### config.mk
export PLATFORM = sky130hd
export DESIGN_NAME = cpu7_exu_memctl_flat
export DESIGN_NICKNAME = d
export VERILOG_FILES = /design/src/rtl/cpu7_exu_memctl_if.sv /design/src/rtl/cpu7_exu_memctl.sv /design/src/flat_wrapper.sv
export SDC_FILE = /design/constraint.sdc
export NUM_CORES = 1
export LEC_CHECK = 0
export BUFFER_PORTS_ARGS = -buffer_cell sky130_fd_sc_hd__buf_4
export CORE_MARGIN = 2
export CORE_UTILIZATION = 43
export CTS_CLUSTER_DIAMETER = 50
export DETAILED_ROUTE_END_ITERATION = 16
export PLACE_DENSITY = 0.76
export SETUP_SLACK_MARGIN = 0.2
export SYNTH_ARGS = -nofsm -noshare
export SYNTH_HDL_FRONTEND = slang
export SYNTH_SLANG_ARGS = --single-unit
export TNS_END_PERCENT = 50
### constraint.sdc
create_clock -name clk -period 2.45 [get_ports clk]
set_clock_uncertainty 0.1 [all_clocks]
set_input_delay 0 -clock clk [delete_from_list [all_inputs] [get_ports clk]]
set_output_delay 0 -clock clk [all_outputs]
set_load 0.01 [all_outputs]
### src/rtl/cpu7_exu_memctl_if.sv
// Data-memory bus between the EXU memory controller (master) and the data port (slave).
interface cpu7_exu_memctl_if #(parameter int DW = 32) ();
  logic          data_req;
  logic [DW-1:0] data_addr;
  logic          data_wr;
  logic [3:0]    data_wstrb;
  logic [DW-1:0] data_wdata;
  logic          data_addr_ok;
  logic          data_data_ok;
  logic [DW-1:0] data_rdata;

  modport master (
    output data_req, data_addr, data_wr, data_wstrb, data_wdata,
    input  data_addr_ok, data_data_ok, data_rdata
  );

  modport slave (
    input  data_req, data_addr, data_wr, data_wstrb, data_wdata,
    output data_addr_ok, data_data_ok, data_rdata
  );
endinterface

### src/rtl/cpu7_exu_memctl.sv
// EXU data-memory request controller: holding register, in-order outstanding queue, load writeback
// and RAW stall. Define CPU7_MEMCTL_PERF_EN to add request/stall performance counters.
module cpu7_exu_memctl #(
  parameter int DEPTH = 2,
  parameter int DW    = 32
) (
  input  logic          clk,
  input  logic          reset,
  input  logic          ecl_mem_valid_e,
  input  logic          ecl_mem_wr_e,
  input  logic [DW-1:0] ecl_mem_addr_e,
  input  logic [3:0]    ecl_mem_wstrb_e,
  input  logic [DW-1:0] ecl_mem_wdata_e,
  input  logic [4:0]    ecl_mem_rd_e,
  input  logic          ecl_mem_wen_e,
  output logic          ctl_ecl_accept_e,
  input  logic [4:0]    ecl_rs1_d,
  input  logic [4:0]    ecl_rs2_d,
  output logic          ctl_ifu_stall_req,
  cpu7_exu_memctl_if.master bus,
  output logic [DW-1:0] ctl_rdata_m,
  output logic          ctl_rdata_valid_m,
  output logic [4:0]    ctl_rd_m,
  output logic          ctl_wen_m,
  output logic          ctl_idle,
  output logic          ctl_err
`ifdef CPU7_MEMCTL_PERF_EN
  ,
  output logic [31:0]   ctl_perf_req_cnt,
  output logic [31:0]   ctl_perf_stall_cnt
`endif
);
  localparam int PW = (DEPTH > 1) ? $clog2(DEPTH) : 1;
  localparam int CW = PW + 2;

  logic          r_hr_vld, r_hr_wr, r_hr_wen;
  logic [DW-1:0] r_hr_addr, r_hr_wdata;
  logic [3:0]    r_hr_wstrb;
  logic [4:0]    r_hr_rd;

  logic          r_q_wr  [DEPTH];
  logic          r_q_wen [DEPTH];
  logic [4:0]    r_q_rd  [DEPTH];
  logic [PW-1:0] r_wr_ptr, r_rd_ptr;
  logic [CW-1:0] r_cnt;

  logic [DW-1:0] r_rdata_m;
  logic          r_rdata_valid, r_wen_m, r_err;
  logic [4:0]    r_rd_m;

  logic          w_push, w_pop, w_accept, w_hit, w_stall;
  logic          w_head_wr, w_head_wen;
  logic [4:0]    w_head_rd;
  logic [CW-1:0] w_cnt_after_pop;

  function automatic logic rs_hit(input logic [4:0] rd, input logic [4:0] rs1, input logic [4:0] rs2);
    return (rd != 5'd0) && ((rd == rs1) || (rd == rs2));
  endfunction

  assign w_push          = r_hr_vld & bus.data_addr_ok;
  assign w_pop           = bus.data_data_ok & (r_cnt != '0);
  // Outstanding count includes the holding register; a data_ok pop frees a slot this cycle.
  assign w_cnt_after_pop = CW'(r_hr_vld) + r_cnt - CW'(w_pop);
  assign w_accept        = ecl_mem_valid_e & (~r_hr_vld | bus.data_addr_ok)
                         & (w_cnt_after_pop < CW'(DEPTH));

  assign w_head_wr  = r_q_wr[r_rd_ptr];
  assign w_head_wen = r_q_wen[r_rd_ptr];
  assign w_head_rd  = r_q_rd[r_rd_ptr];

  always_comb begin
    logic [PW-1:0] off;
    off   = '0;
    w_hit = r_hr_vld & ~r_hr_wr & r_hr_wen & rs_hit(r_hr_rd, ecl_rs1_d, ecl_rs2_d);
    for (int i = 0; i < DEPTH; i++) begin
      off = PW'(i) - r_rd_ptr;
      if ((CW'(off) < r_cnt) && !r_q_wr[i] && r_q_wen[i] && rs_hit(r_q_rd[i], ecl_rs1_d, ecl_rs2_d))
        w_hit = 1'b1;
    end
    // A load stays visible as a hazard through its writeback cycle.
    if (r_rdata_valid & r_wen_m & rs_hit(r_rd_m, ecl_rs1_d, ecl_rs2_d))
      w_hit = 1'b1;
  end

  assign w_stall = (ecl_mem_valid_e & ~w_accept) | w_hit;

  always_ff @(posedge clk) begin
    if (reset) begin
      r_hr_vld      <= 1'b0;
      r_hr_wr       <= 1'b0;
      r_hr_wen      <= 1'b0;
      r_hr_addr     <= '0;
      r_hr_wdata    <= '0;
      r_hr_wstrb    <= '0;
      r_hr_rd       <= '0;
      for (int i = 0; i < DEPTH; i++) begin
        r_q_wr[i]  <= 1'b0;
        r_q_wen[i] <= 1'b0;
        r_q_rd[i]  <= '0;
      end
      r_wr_ptr      <= '0;
      r_rd_ptr      <= '0;
      r_cnt         <= '0;
      r_rdata_m     <= '0;
      r_rdata_valid <= 1'b0;
      r_wen_m       <= 1'b0;
      r_rd_m        <= '0;
      r_err         <= 1'b0;
    end else begin
      if (w_accept) begin
        r_hr_vld   <= 1'b1;
        r_hr_wr    <= ecl_mem_wr_e;
        r_hr_wen   <= ecl_mem_wen_e;
        r_hr_addr  <= ecl_mem_addr_e;
        r_hr_wdata <= ecl_mem_wdata_e;
        r_hr_wstrb <= ecl_mem_wstrb_e;
        r_hr_rd    <= ecl_mem_rd_e;
      end else if (w_push) begin
        r_hr_vld <= 1'b0;
      end
      if (w_push) begin
        r_q_wr[r_wr_ptr]  <= r_hr_wr;
        r_q_wen[r_wr_ptr] <= r_hr_wen;
        r_q_rd[r_wr_ptr]  <= r_hr_rd;
        r_wr_ptr          <= r_wr_ptr + 1'b1;
      end
      if (w_pop)
        r_rd_ptr <= r_rd_ptr + 1'b1;
      r_cnt         <= r_cnt + CW'(w_push) - CW'(w_pop);
      r_rdata_valid <= w_pop & ~w_head_wr;
      r_wen_m       <= w_pop & ~w_head_wr & w_head_wen & (w_head_rd != 5'd0);
      if (w_pop & ~w_head_wr) begin
        r_rdata_m <= bus.data_rdata;
        r_rd_m    <= w_head_rd;
      end
      if (bus.data_data_ok && (r_cnt == '0))
        r_err <= 1'b1;
    end
  end

`ifdef CPU7_MEMCTL_PERF_EN
  logic [31:0] r_perf_req, r_perf_stall;

  always_ff @(posedge clk) begin
    if (reset) begin
      r_perf_req   <= '0;
      r_perf_stall <= '0;
    end else begin
      r_perf_req   <= r_perf_req + 32'(w_push);
      r_perf_stall <= r_perf_stall + 32'(w_stall);
    end
  end

  assign ctl_perf_req_cnt   = r_perf_req;
  assign ctl_perf_stall_cnt = r_perf_stall;
`endif

  assign bus.data_req   = r_hr_vld;
  assign bus.data_addr  = r_hr_addr;
  assign bus.data_wr    = r_hr_wr;
  assign bus.data_wstrb = r_hr_wstrb;
  assign bus.data_wdata = r_hr_wdata;

  assign ctl_ecl_accept_e  = w_accept;
  assign ctl_ifu_stall_req = w_stall;
  assign ctl_rdata_m       = r_rdata_m;
  assign ctl_rdata_valid_m = r_rdata_valid;
  assign ctl_rd_m          = r_rd_m;
  assign ctl_wen_m         = r_wen_m;
  assign ctl_err           = r_err;
  assign ctl_idle          = ~r_hr_vld & (r_cnt == '0) & ~r_rdata_valid;
endmodule

### src/flat_wrapper.sv
// flat-port wrapper written by rule: the top's interface ports become plain ports
module cpu7_exu_memctl_flat 
#(
  parameter int DEPTH = 2,
  parameter int DW    = 32
)
  (clk, reset, ecl_mem_valid_e, ecl_mem_wr_e, ecl_mem_addr_e, ecl_mem_wstrb_e, ecl_mem_wdata_e, ecl_mem_rd_e, ecl_mem_wen_e, ctl_ecl_accept_e, ecl_rs1_d, ecl_rs2_d, ctl_ifu_stall_req, ctl_rdata_m, ctl_rdata_valid_m, ctl_rd_m, ctl_wen_m, ctl_idle, ctl_err, bus_data_req, bus_data_addr, bus_data_wr, bus_data_wstrb, bus_data_wdata, bus_data_addr_ok, bus_data_data_ok, bus_data_rdata);
  cpu7_exu_memctl_if #(.DW(DW)) bus_i ();
  input  logic clk;
  input  logic reset;
  input  logic ecl_mem_valid_e;
  input  logic ecl_mem_wr_e;
  input  logic [DW-1:0] ecl_mem_addr_e;
  input  logic [3:0] ecl_mem_wstrb_e;
  input  logic [DW-1:0] ecl_mem_wdata_e;
  input  logic [4:0] ecl_mem_rd_e;
  input  logic ecl_mem_wen_e;
  output logic ctl_ecl_accept_e;
  input  logic [4:0] ecl_rs1_d;
  input  logic [4:0] ecl_rs2_d;
  output logic ctl_ifu_stall_req;
  output logic [DW-1:0] ctl_rdata_m;
  output logic ctl_rdata_valid_m;
  output logic [4:0] ctl_rd_m;
  output logic ctl_wen_m;
  output logic ctl_idle;
  output logic ctl_err;
  output wire logic [$bits(bus_i.data_req)-1:0] bus_data_req;
  output wire logic [$bits(bus_i.data_addr)-1:0] bus_data_addr;
  output wire logic [$bits(bus_i.data_wr)-1:0] bus_data_wr;
  output wire logic [$bits(bus_i.data_wstrb)-1:0] bus_data_wstrb;
  output wire logic [$bits(bus_i.data_wdata)-1:0] bus_data_wdata;
  input wire logic [$bits(bus_i.data_addr_ok)-1:0] bus_data_addr_ok;
  input wire logic [$bits(bus_i.data_data_ok)-1:0] bus_data_data_ok;
  input wire logic [$bits(bus_i.data_rdata)-1:0] bus_data_rdata;
  assign bus_data_req = bus_i.data_req;
  assign bus_data_addr = bus_i.data_addr;
  assign bus_data_wr = bus_i.data_wr;
  assign bus_data_wstrb = bus_i.data_wstrb;
  assign bus_data_wdata = bus_i.data_wdata;
  assign bus_i.data_addr_ok = bus_data_addr_ok;
  assign bus_i.data_data_ok = bus_data_data_ok;
  assign bus_i.data_rdata = bus_data_rdata;
  cpu7_exu_memctl #(.DEPTH(DEPTH), .DW(DW)) u_core (.clk(clk), .reset(reset), .ecl_mem_valid_e(ecl_mem_valid_e), .ecl_mem_wr_e(ecl_mem_wr_e), .ecl_mem_addr_e(ecl_mem_addr_e), .ecl_mem_wstrb_e(ecl_mem_wstrb_e), .ecl_mem_wdata_e(ecl_mem_wdata_e), .ecl_mem_rd_e(ecl_mem_rd_e), .ecl_mem_wen_e(ecl_mem_wen_e), .ctl_ecl_accept_e(ctl_ecl_accept_e), .ecl_rs1_d(ecl_rs1_d), .ecl_rs2_d(ecl_rs2_d), .ctl_ifu_stall_req(ctl_ifu_stall_req), .bus(bus_i), .ctl_rdata_m(ctl_rdata_m), .ctl_rdata_valid_m(ctl_rdata_valid_m), .ctl_rd_m(ctl_rd_m), .ctl_wen_m(ctl_wen_m), .ctl_idle(ctl_idle), .ctl_err(ctl_err));
endmodule
[Word level (Yosys, flattened, before mapping)]
Memory sizes are Yosys's and may differ from the RTL's. A register that Yosys moved wholly into a read port is not among the register bits.
Cells that the tools add are included.
Widths: inputs -> output; s select.
Operators by class
  eq/ne operators: 8
  $add $sub $neg: 8
  bitwise gates (word level): 22
  multiplexer cells: 25
  $lt $le $gt $ge: 3
  reduce and logical (&&, ||, !) cells: 28
Operators by type and width (number)
  $eq 5x5->1: 8
  $reduce_bool 5->1: 5
  $mux 1: 24
  $and 1x1->1: 15
  $logic_and 1x1->1: 11
  $lt 1x3->1: 2
  $sub 3x1->3: 2
  $mux 5: 1
  $not 1->1: 5
  $reduce_or 5->1: 1
  $logic_or 1x1->1: 4
  $add 1x3->3: 1
  $add 3x1->3: 1
  $logic_not 3->1: 1
  $lt 3x2->1 const B: 1
  $reduce_bool 3->1: 1
  $add 1x1->1 const B: 2
  $logic_not 1->1: 2
  $or 1x1->1: 2
  $reduce_bool 2->1: 1
  $reduce_or 1->1: 2
  $sub 1x1->1 const A: 2
Word-level totals
  memory bits (writable): 14
  word-level logic and storage cells: 112
  memories: 3
  output and inout bits: 113
  flip-flop bits (word level): 121
  bits of input ports: 122
Memories
  u_core.r_q_rd: depth 2, bits a word 5, rd ports 3, clocked after memory_dff 1, wr ports 2, line cpu7_exu_memctl.sv:43  | logic [4:0] r_q_rd [DEPTH];
  u_core.r_q_wen: depth 2, bits a word 1, rd ports 3, clocked after memory_dff 1, wr ports 2, line cpu7_exu_memctl.sv:42  | logic r_q_wen [DEPTH];
  u_core.r_q_wr: depth 2, bits a word 1, rd ports 3, clocked after memory_dff 1, wr ports 2, line cpu7_exu_memctl.sv:41  | logic r_q_wr [DEPTH];

[Longest topological paths before layout]
Gate-level depths: netlist (run 1).
  depth in word-level cells: 9
  gate-level depth with buffers: 11
  gate-level depth less buffers: 9

[Worst setup path after synthesis (run 1)]
No wires, ideal clock.
  path type: register to register
  start: register u_core.r_cnt[0]
  end: register u_core.r_hr_rd[1]
  clock period less this slack: 2.411 ns
  arrival time: 2.238 ns
  required time: 2.277 ns
  setup time: 0.073 ns
  stages on the path, launching flop included: 11
  path buffers: 1
  path slack: 0.039 ns
  cell sequence: dfxtp_1 -> or3_4 -> nand2_4 -> nor2_1 -> fa_1 -> xnor2_1 -> nand4_1 -> inv_2 -> clkbuf_1 -> nand2_1 -> a21oi_1
Between the ends
  longest elaborated chain between the ends: 5
  elaborated cells between the ends (all ways): 6
  those cells by class: add/sub: 2; order compare: 1; bitwise: 2; reduce/logical: 1
Ends and longest elaborated chain
  start: declaration: line cpu7_exu_memctl.sv:45  | logic [CW-1:0] r_cnt;
  start signal: assignment: line cpu7_exu_memctl.sv:129  | r_cnt <= r_cnt + CW'(w_push) - CW'(w_pop);
  branches (longest 2 deep; another with $add 1x3->3)
  $sub 3x1->3 *: line cpu7_exu_memctl.sv:63  | assign w_cnt_after_pop = CW'(r_hr_vld) + r_cnt - CW'(w_pop);
  $lt 3x2->1 *: line cpu7_exu_memctl.sv:65  | & (w_cnt_after_pop < CW'(DEPTH));
  $and 1x1->1 *: line cpu7_exu_memctl.sv:65
  named net ctl_ecl_accept_e: line flat_wrapper.sv:18  | output logic ctl_ecl_accept_e;
  end signal: assignment: line cpu7_exu_memctl.sv:117  | r_hr_rd <= ecl_mem_rd_e;
  end: declaration: line cpu7_exu_memctl.sv:39  | logic [4:0] r_hr_rd;
Mark *: on every way through the listed nets, which the timed path passes.
A chain may end at the register's enable or synchronous reset.

[Worst setup path after layout (run 1)]
  start: register u_core.r_cnt[2]
  end: register u_core.r_hr_wdata[28] (netlist: u_core.bus.data_wdata[28])
Between the ends
  longest elaborated chain between the ends: 5
  elaborated cells between the ends (all ways): 6
  those cells by class: add/sub: 2; order compare: 1; bitwise: 2; reduce/logical: 1
Ends and longest elaborated chain
  branches (longest 2 deep; another with $add 1x3->3)
  $sub 3x1->3 *: line cpu7_exu_memctl.sv:63
  $lt 3x2->1 *: line cpu7_exu_memctl.sv:65
  $and 1x1->1 *: line cpu7_exu_memctl.sv:65
  end signal: assignment: line cpu7_exu_memctl.sv:115  | r_hr_wdata <= ecl_mem_wdata_e;
  end: declaration: line cpu7_exu_memctl.sv:37  | logic [DW-1:0] r_hr_addr, r_hr_wdata;
Every way passes the cells marked *.

==> results.json, run 1 <==
{
  "dieArea_mm2": 0.01418,
  "cap_violations": 0,
  "ios": 235,
  "end_kind": "flip-flop",
  "yosysMostFrequentCell": "nand2_1",
  "pwr-share-comb_pct": 54.4,
  "yosys.area.top_type_share_pct": 42.89,
  "fp.dieH_um": 119.1,
  "path_cells": "or3_4, nand2_4, nor2_4, fa_2, nand4_1, buf_4, buf_12, buf_8, buf_6, buf_16, nand2_1, a21oi_1",
  "finalMaxSlewViolations": 0,
  "power_frac_seq_pct": 27.1,
  "cts_tree": "yes",
  "die_w_um": 119.1,
  "dp_hpwl_mm": 10.69,
  "rows": 42,
  "worstHoldPathType": "in2reg",
  "critPathKind": "reg2reg",
  "antenna_found_initial": 0,
  "htreeDepth": 4,
  "max_freq_mhz": 376.4,
  "crit_path_top_delay_cell": "fa_2",
  "post-route-period-util_pct": 108.4,
  "synth_area_per_cell_um2": 8.760,
  "drive_gt1_share_pct": 40.98,
  "syn-cell-area_mm2": 0.005694,
  "worst-path-buf-inv": 5,
  "cp.arrival_ns": 2.83,
  "synth-edff-count": 14,
  "min_path_cells": 4,
  "grt_pass1_vias": 6327,
  "whs_ns": 0.01582,
  "synth_top_family_by_area": "simple AND/OR/NAND/NOR gates",
  "fin_crit_ns": 2.657,
  "fin_nets": 1138,
  "cellPowerDensity_mw_per_mm2": 1293,
  "violations": "negative setup slack",
  "switching_share_pct": 38.01,
  "synth_mux_area_share_pct": 1.077,
  "slowest_delay_ns": 0.52,
  "synth_commonest_cells": "193 x nand2_1, 122 x dfxtp_1, 81 x a21oi_1, 33 x xnor2_1",
  "yosys_register_bits": 136,
  "totalWireLength_mm": 22.16,
  "viasPerCell": 5.084,
  "grtUsageTotal_pct": 29.63,
  "yosysUniqueCellTypes": 44,
  "clock_path_buffers": 2,
  "path_max_fanout": 6,
  "grt_max_degree": 121,
  "post_drt_wl_per_cell_um": 18.45,
  "ys_top_cells_by_area": "dfxtp_1 43%, nand2_1 13%, edfxtp_1 7.4%",
  "cp_top_family": "simple AND/OR/NAND/NOR gates",
  "hold_viol_final": 0,
  "ir_drop_uv": 964.9,
  "start_util_pct": 43.52,
  "worstSetupStartpointType": "flip-flop",
  "fillCellCount": 806,
  "synthesis.nets": 776,
  "cts_root_buffer": "clkbuf_16",
  "clk_pin_slew_ns": 0.05,
  "syn_to_final_growth_pct": 76.16,
  "p_int_mw": 8.039,
  "vias": 6106,
  "grt_setup_unrepaired": "yes",
  "clkSinkCount": 136,
  "reg2reg_depth": 12,
  "synthAdderAreaFrac_pct": 1.143,
  "required_ns": 2.62,
  "cp.depth": 12,
  "p_clk_share_pct": 18.5,
  "synth-simple-area-share_pct": 21.64,
  "async_flop_share_pct": 0,
  "drtIter0Drc": 451,
  "worst_pin_slew_ns": 0.6986,
  "cts_made_buffers": 17,
  "io_buffers": 234,
  "pre_cts_ws_ns": 0.04531,
  "p_leak_nw": 4.209,
  "outcome": "finished with violations",
  "total_power_mw": 12.97,
  "gr-total-overflow": 0,
  "synth.largest_area_cell": "dfxtp_1",
  "n_antenna_cell": 0,
  "finalWeightedCongestion": 0.8737,
  "clkLatencyLatePin_ns": 0.42,
  "grt_first_pass_wirelength_mm": 32.65,
  "synth-compound-area-share_pct": 14.30,
  "synthFlopType": "dfxtp_1",
  "first_pass_iters": 5,
  "drc_errors": 0,
  "yosysWarnings": 0,
  "timing.final.ws_setup_ns": -0.2069,
  "syn_inst": 650,
  "synth_xor_area_share_pct": 6.922,
  "ant_nets": 0,
  "setup_viol": 78,
  "slew-limit-headroom_pct": 53.33,
  "power.switching_mw": 4.929,
  "ys_seq_area_share_pct": 50.27,
  "core_mm2": 0.01309
}
[power by group through the flow]
stage	Combinational [mW]	Sequential (mW)	Clock, mW
6_report	7.05	3.52	2.40
5_1_grt	7.43	3.59	2.50
2_1_floorplan	2.41	3.62	0
4_1_cts	6.54	3.42	2.41
3_5_place_dp	4.08	3.43	0
3_3_place_gp	4.04	3.40	0
[cell families (layout without fill, tap and decap cells)]
kind of cell	count (synthesis)	after routing
adder cells (fa/ha/maj)	4	4
buffers and inverters	50	425
multiplexers	6	6
flip-flops	136	136
AND/OR/NAND/NOR	280	280
AO/OA/AOI/OAI	129	129
XOR/XNOR	45	45
[tightest hold or removal path, cell delays in order]
cell,delay [ns]
buf_4,0.13
o21ai_0,0.15
ha_1,0.12
nor2b_1,0.10
[worst paths after layout]
kind / slack, ns / startpoint / to
min: 0.02 / bus_data_data_ok / u_core.r_cnt[0]
max: -0.21 / u_core.r_cnt[2] / u_core.bus.data_wdata[28]
max reg2reg: -0.21 / u_core.r_cnt[2] / u_core.bus.data_wdata[28]
min reg2reg: 0.36 / u_core.bus.data_wdata[3] / u_core.bus.data_wdata[3]
[cell type report]
cell class | count | area, um^2 | share of cell area [%]
timing repair buffer | 388 | 3606 | 35.95
sequential | 136 | 2865 | 28.56
multi-input combinational | 464 | 2771 | 27.63
clock buffer | 23 | 467.9 | 4.665
tap | 176 | 220.2 | 2.195
clock inverter | 9 | 76.32 | 0.7609
inverter | 5 | 23.77 | 0.2370
[through the flow]
stage               std cells  util, %  setup TNS, ns  instance area, um^2
floorplan                 650        -              0                 5754
global route             1201    76.66         -13.75                10030
global placement         1026    57.81              0                 7565
CTS                      1200    75.44         -3.513                 9872
finish                   1201    76.66         -8.330                10030
detailed placement       1026    57.81              0                 7565
[per-layer routing]
metal / up-vias / wire length [um] / global-route usage [%]
met3: 78 / 1551 / 8.669
met4: 0 / 866 / 14.21
met1: 2904 / 7933 / 31.83
li1: 2851 / - / -
met2: 273 / 11810 / 53.09
met5: - / 0 / 0
[what timing repair did]
item / in CTS / in global routing
pin swaps: 11 / 6
gates cloned: 14 / 0
setup buffers: 18 / 1
endpoints found under the hold margin: 119 / 0
resized for setup: 48 / 45
endpoints found under the setup margin: 77 / 78
hold buffers: 110 / 0
[flip-flops by register name (all words and copies together) (netlist names), named ones only]
register                  count
u_core.r_hr_rd                5
u_core.bus.data_req           1
u_core.bus.data_wdata        32
u_core.r_q_rd                10
u_core.ctl_rdata_valid_m      1
u_core.bus.data_wstrb         4
u_core.ctl_err                1
u_core.bus.data_wr            1
u_core.ctl_rdata_m           32
u_core.ctl_rd_m               5
u_core.r_rd_ptr               1
u_core.r_hr_wen               1
u_core.ctl_wen_m              1
u_core.bus.data_addr         32
u_core.r_q_wr                 2
u_core.r_q_wen                2
u_core.r_cnt                  3
u_core.r_wr_ptr               1
[placed cells by master, fill, tap and decap left out, types with 5 or more instances in the layout]
master           n
a21oi_1         74
a21oi_2         35
and2_1          14
buf_16          12
buf_4          249
buf_6            6
clkbuf_16       17
clkinv_2         6
dfxtp_1        120
dlygate4sd3_1  110
edfxtp_1        14
mux2i_1          5
nand2_1        156
nand2_2         51
nand2_4         15
nand3_1          9
nor2_1          12
nor3_1           8
o21ai_0          5
xnor2_1         33
xor2_1          12
Power figures use the tool's default switching activity.
==> inputs of run 2 (changes only) <==
CORE_UTILIZATION = 45   (was 43)
CTS_BUF_LIST = sky130_fd_sc_hd__clkbuf_4   (was default)
PLACE_DENSITY = 0.79   (was 0.76)
==> run 2 against run 1 <==
Effect of this change:
- the run still ends with negative setup slack left
- total power shrank 3.6%
- global-route usage grew 0.49 points
- sequential power is essentially flat
- non-clock buffer count is the same
- cell area shrank 0.42%
- first-iteration DRC count grew 13%
- cell count shrank 0.25%
- maximum frequency shrank 7.0%
- worst setup slack lost 0.20 ns
- combinational power grew 8.8%
- critical path type unchanged
==> results.json, run 2 (same netlist as run 1, synthesis figures left out) <==
{
  "outcome": "finished with violations",
  "violations": "negative setup slack",
  "cts_root_buffer": "clkbuf_4",
  "fp.dieH_um": 116.5,
  "grt_setup_unrepaired": "yes",
  "worst_pin_slew_ns": 0.7405,
  "clkSinkCount": 136,
  "final_cell_mix": "244 x buf_4, 136 x nand2_1, 120 x dfxtp_1",
  "cp.arrival_ns": 3.18,
  "post-route-period-util_pct": 116.6,
  "cts_tree": "yes",
  "cp_top_family": "simple AND/OR/NAND/NOR gates",
  "setup_viol": 77,
  "r2r-start": "u_core.r_cnt[1]",
  "fin_nets": 1138,
  "ant_nets": 0,
  "drc_errors": 0,
  "grt_pass1_vias": 6180,
  "whs_ns": 0.1454,
  "busiest_layer": "met2",
  "drive_gt1_share_pct": 46.83,
  "grt_max_degree": 123,
  "fin_crit_ns": 2.857,
  "cts_made_buffers": 17,
  "rows": 41,
  "grt_use_met2_pct": 51.47,
  "worstHoldPathType": "in2reg",
  "viasPerCell": 5.432,
  "critPathKind": "reg2reg",
  "clkLatencyLatePin_ns": 0.54,
  "clk_pin_slew_ns": 0.13,
  "worst-path-buf-inv": 6,
  "drtIter0Drc": 508,
  "start_util_pct": 45.68,
  "p_leak_nw": 4.139,
  "first_pass_iters": 5,
  "io_buffers": 234,
  "r2r_setup_slack_ns": -0.41,
  "reg2reg_depth": 14,
  "fin_util_pct": 80.13,
  "required_ns": 2.77,
  "hold_viol_final": 0,
  "min_to": "u_core.bus.data_addr[24]",
  "met1_usage_pct": 34.66,
  "cellPowerDensity_mw_per_mm2": 1251,
  "post_drt_wl_per_cell_um": 20.56,
  "grt_first_pass_wirelength_mm": 31.01,
  "clock_path_buffers": 2,
  "totalWireLength_mm": 24.63,
  "final_common_cell": "buf_4",
  "min_path_cells": 4,
  "worstSetupStartpointType": "flip-flop",
  "finalWeightedCongestion": 0.8241,
  "die_w_um": 116.5,
  "path_max_fanout": 7,
  "dieArea_mm2": 0.01357,
  "crit_path_top_delay_cell": "or3_4",
  "core_mm2": 0.01247,
  "cpMostUsedCell": "buf_12",
  "setup_tns_ns": -13.05,
  "total_power_mw": 12.50,
  "r2r-end": "u_core.bus.data_addr[2]",
  "use_met3_pct": 7.317,
  "syn_to_final_growth_pct": 75.41,
  "fillCellCount": 667,
  "cap_violations": 0,
  "finalMaxSlewViolations": 0,
  "slowest_delay_ns": 0.39,
  "path_cells": "or3_4, nand2_4, nor2_2, fa_2, xnor2_1, nand4_1, buf_4, buf_6, inv_4, buf_12, buf_8, buf_12, nand2_1, a21oi_1",
  "antenna_found_initial": 1,
  "gr-total-overflow": 0,
  "dp_hpwl_mm": 10.88,
  "max_freq_mhz": 350.0,
  "htreeDepth": 4,
  "grtUsageTotal_pct": 30.12,
  "ir_drop_uv": 829.8,
  "min_from": "ecl_mem_addr_e[24]",
  "ios": 235,
  "end_kind": "flip-flop",
  "slew-limit-headroom_pct": 50.63,
  "vias": 6507,
  "timing.final.ws_setup_ns": -0.4072
}
-- run 2: cell types whose count changed in the layout (fill, tap and decap cells not counted), sizes merged --
cell,delta
clkinv,+1
diode,+1
bufbuf,-2
buf,-2
clkinvlp,+4
bufinv,-1
clkbuf,-1
dlygate4sd3,+1
-- run 2: metrics by stage --
step                std cells  area [um^2]  setup WS (ns)
CTS                      1187         9395        -0.1909
global placement         1026         7590        0.04922
global route             1198         9988        -0.4574
detailed placement       1026         7590       -0.03342
finish                   1198         9988        -0.4072
floorplan                 650         5754         0.1485
-- run 2: tightest hold or removal path: stages --
cell	delay (ns)
dlygate4sd3_1	0.53
buf_4	0.15
nand2_4	0.05
a21oi_2	0.04
-- run 2: routing by layer --
layer / share of wire, % / vias to the layer above / wire (um)
li1: - / 2867 / -
met1: 35 / 2968 / 8519
met2: 49 / 498 / 12140
met3: 9.0 / 174 / 2211
met4: 7.1 / 0 / 1758
met5: 0 / - / 0
-- run 2: repair_timing --
action | in CTS | in global routing
setup buffers | 7 | 7
gates resized for setup | 26 | 138
pin swaps | 4 | 23
endpoints found under the hold margin | 145 | 0
gates cloned | 11 | 3
setup endpoints to repair | 77 | 80
hold buffers | 111 | 0
-- run 2: final cells by class --
cell class	instances	area [um^2]	share of cell area, %
diodes	1	2.502	0.02505
clock buffers	19	142.6	1.428
well taps	172	215.2	2.155
flip-flops and latches	136	2865	28.69
clock inverters	13	83.83	0.8393
inverters	5	21.27	0.2130
multi-input cells	464	3007	30.10
repair buffers	388	3651	36.55
-- run 2: worst max path at each step --
| stage | to | slack (ns) | cells past startpoint | start |
|---|---|---|---|---|
| CTS | ctl_ifu_stall_req | -0.19 | 8 | u_core.r_cnt[1] |
| global placement | u_core.bus.data_wdata[30] | 0.05 | 9 | u_core.r_cnt[2] |
| detailed placement | u_core.bus.data_wdata[10] | -0.03 | 9 | u_core.r_cnt[2] |
| floorplan | u_core.bus.data_addr[10] | 0.15 | 9 | u_core.r_cnt[1] |
| finish | u_core.bus.data_addr[2] | -0.41 | 14 | u_core.r_cnt[1] |
| global route | u_core.bus.data_addr[2] | -0.46 | 14 | u_core.r_cnt[1] |
-- run 2: report_power, final --
group,leakage (nW),switching (mW),internal (mW),total [mW]
sequential,1.14,0.623,2.92,3.54
combinational,2.88,3.80,3.87,7.67
clock,0.118,0.879,0.410,1.29
total,4.14,5.30,7.19,12.5
==> inputs of run 3 (changes only) <==
HOLD_SLACK_MARGIN = 0.05   (was default)
TNS_END_PERCENT = default   (was 50)
clock period = 2.5 ns   (was 2.45 ns; I/O delays follow)
==> run 3 against run 2 <==
Effect of this change:
- the flow still finishes with violations (negative setup slack)
- sequential cell count is the same
- critical path depth unchanged
- clock-buffer cell count is 2 higher
- via count shrank 4.0%
- total power rose by 3.2%
- global-route usage rose by 1.4 points
- critical path type unchanged
==> results.json, run 3 (same netlist as run 1, synthesis figures left out) <==
{
  "outcome": "finished with violations",
  "violations": "negative setup slack",
  "post_drt_wl_per_cell_um": 18.30,
  "clk_pin_slew_ns": 0.12,
  "first_pass_iters": 4,
  "cap_violations": 0,
  "final_area_mm2": 0.01014,
  "whs_ns": 0.07273,
  "cts_root_buffer": "clkbuf_4",
  "drc_errors": 0,
  "cts_tree": "yes",
  "ir_drop_uv": 797.6,
  "core_mm2": 0.01247,
  "worstHoldPathType": "in2reg",
  "finalMaxSlewViolations": 0,
  "critPathKind": "reg2reg",
  "slew-limit-headroom_pct": 28.40,
  "cellPowerDensity_mw_per_mm2": 1272,
  "dieArea_mm2": 0.01357,
  "drive_gt1_share_pct": 44.54,
  "hold_viol_final": 0,
  "antenna_found_initial": 1,
  "grtUsageTotal_pct": 31.56,
  "clkLatencyLatePin_ns": 0.56,
  "required_ns": 2.89,
  "seq_area_mm2": 0.002865,
  "start_util_pct": 45.68,
  "io_buffers": 234,
  "worst_pin_slew_ns": 1.074,
  "grt_first_pass_wirelength_mm": 32.47,
  "htreeDepth": 4,
  "fin_crit_ns": 2.842,
  "rows": 41,
  "die_w_um": 116.5,
  "path_max_fanout": 6,
  "vias": 6246,
  "p_leak_nw": 4.204,
  "drtIter0Drc": 358,
  "end_kind": "flip-flop",
  "cts_made_buffers": 17,
  "post-route-period-util_pct": 113.7,
  "ios": 235,
  "cp.arrival_ns": 3.23,
  "finalWeightedCongestion": 0.8239,
  "dp_hpwl_mm": 10.42,
  "totalWireLength_mm": 22.27,
  "grt_pass1_vias": 6411,
  "setup_tns_ns": -12.35,
  "final_common_cell": "buf_4",
  "max_freq_mhz": 351.9,
  "fin_nets": 1157,
  "clkSinkCount": 136,
  "timing.final.ws_setup_ns": -0.3419,
  "syn_to_final_growth_pct": 78.16,
  "grt_max_degree": 75,
  "setup_viol": 76,
  "postPlaceCellArea_mm2": 0.007606,
  "final_cell_mix": "246 x buf_4, 157 x nand2_1, 120 x dfxtp_1",
  "multiInputGateArea_mm2": 0.002810,
  "fp.dieH_um": 116.5,
  "ant_nets": 0,
  "r2r_setup_slack_ns": -0.34,
  "gr-total-overflow": 0,
  "grt_setup_unrepaired": "yes",
  "worstSetupStartpointType": "flip-flop",
  "fillCellCount": 685,
  "viasPerCell": 5.132,
  "clock_path_buffers": 2
}
[run 3: changes by cell type in the layout (fill, tap and decap cells not counted), sizes merged]
cell / before / now
clkinv: 8 / 9
clkinvlp: 5 / 0
inv: 5 / 6
clkbuf: 22 / 21
bufinv: 0 / 1
buf: 273 / 295
[run 3: stage by stage]
stage | worst slack [ns] | util [%] | power [mW] | instances
after floorplan | 0.1723 | - | 5.812 | 650
after global placement | 0.1385 | 61.02 | 7.435 | 1027
after detailed placement | 0.01240 | 61.02 | 7.511 | 1027
after global routing | -0.4337 | 81.38 | 13.45 | 1217
after CTS | -0.3140 | 80.52 | 12.37 | 1215
final | -0.3419 | 81.38 | 12.90 | 1217
[run 3: metal layers]
metal	global-route usage [%]	share of wire (%)
met5	0	0
met2	55.93	50
met3	8.511	8.6
met4	16.98	4.6
met1	34.31	37
[run 3: path summary, 6_finish.rpt]
kind	cells after the start	endpoint	startpoint
worst min-delay path	6	u_core.r_hr_wen	ecl_mem_valid_e
worst max register to register	14	u_core.bus.data_addr[2]	u_core.r_cnt[2]
worst max-delay path	14	u_core.bus.data_addr[2]	u_core.r_cnt[2]
worst min register to register	2	u_core.bus.data_wdata[31]	u_core.bus.data_wdata[31]
[run 3: layout make-up]
cell class	instances	area share, %
Antenna cell	1	0.02467
Clock buffer	21	1.554
Clock inverter	11	0.8017
Inverter	5	0.2343
Multi-Input combinational cell	464	27.70
Sequential cell	136	28.24
Tap cell	172	2.121
Timing Repair Buffer	407	39.32
[run 3: worst max-delay path: stages, from the launching register on]
cell	delay (ns)
dfxtp_2	0.34
or3_4	0.40
nand2_4	0.07
nor2_2	0.04
fa_2	0.53
nand4_1	0.14
buf_4	0.18
buf_6	0.12
inv_6	0.06
buf_12	0.12
buf_12	0.15
buf_12	0.11
buf_16	0.11
nand2_1	0.09
a21oi_2	0.21
[run 3: where the power goes]
part	total, mW	switching [mW]	internal, mW
Combinational	8.13	3.58	4.55
Sequential	3.44	0.576	2.86
Clock	1.33	0.811	0.520
[run 3: repair_timing]
item                       4_1_cts  5_1_grt
pin swaps                       11        0
gates cloned                    20        0
hold buffers                   111        0
hold endpoints to repair       120        0
buffers inserted                25        1
resized for setup               98       26
setup endpoints to repair       77       78
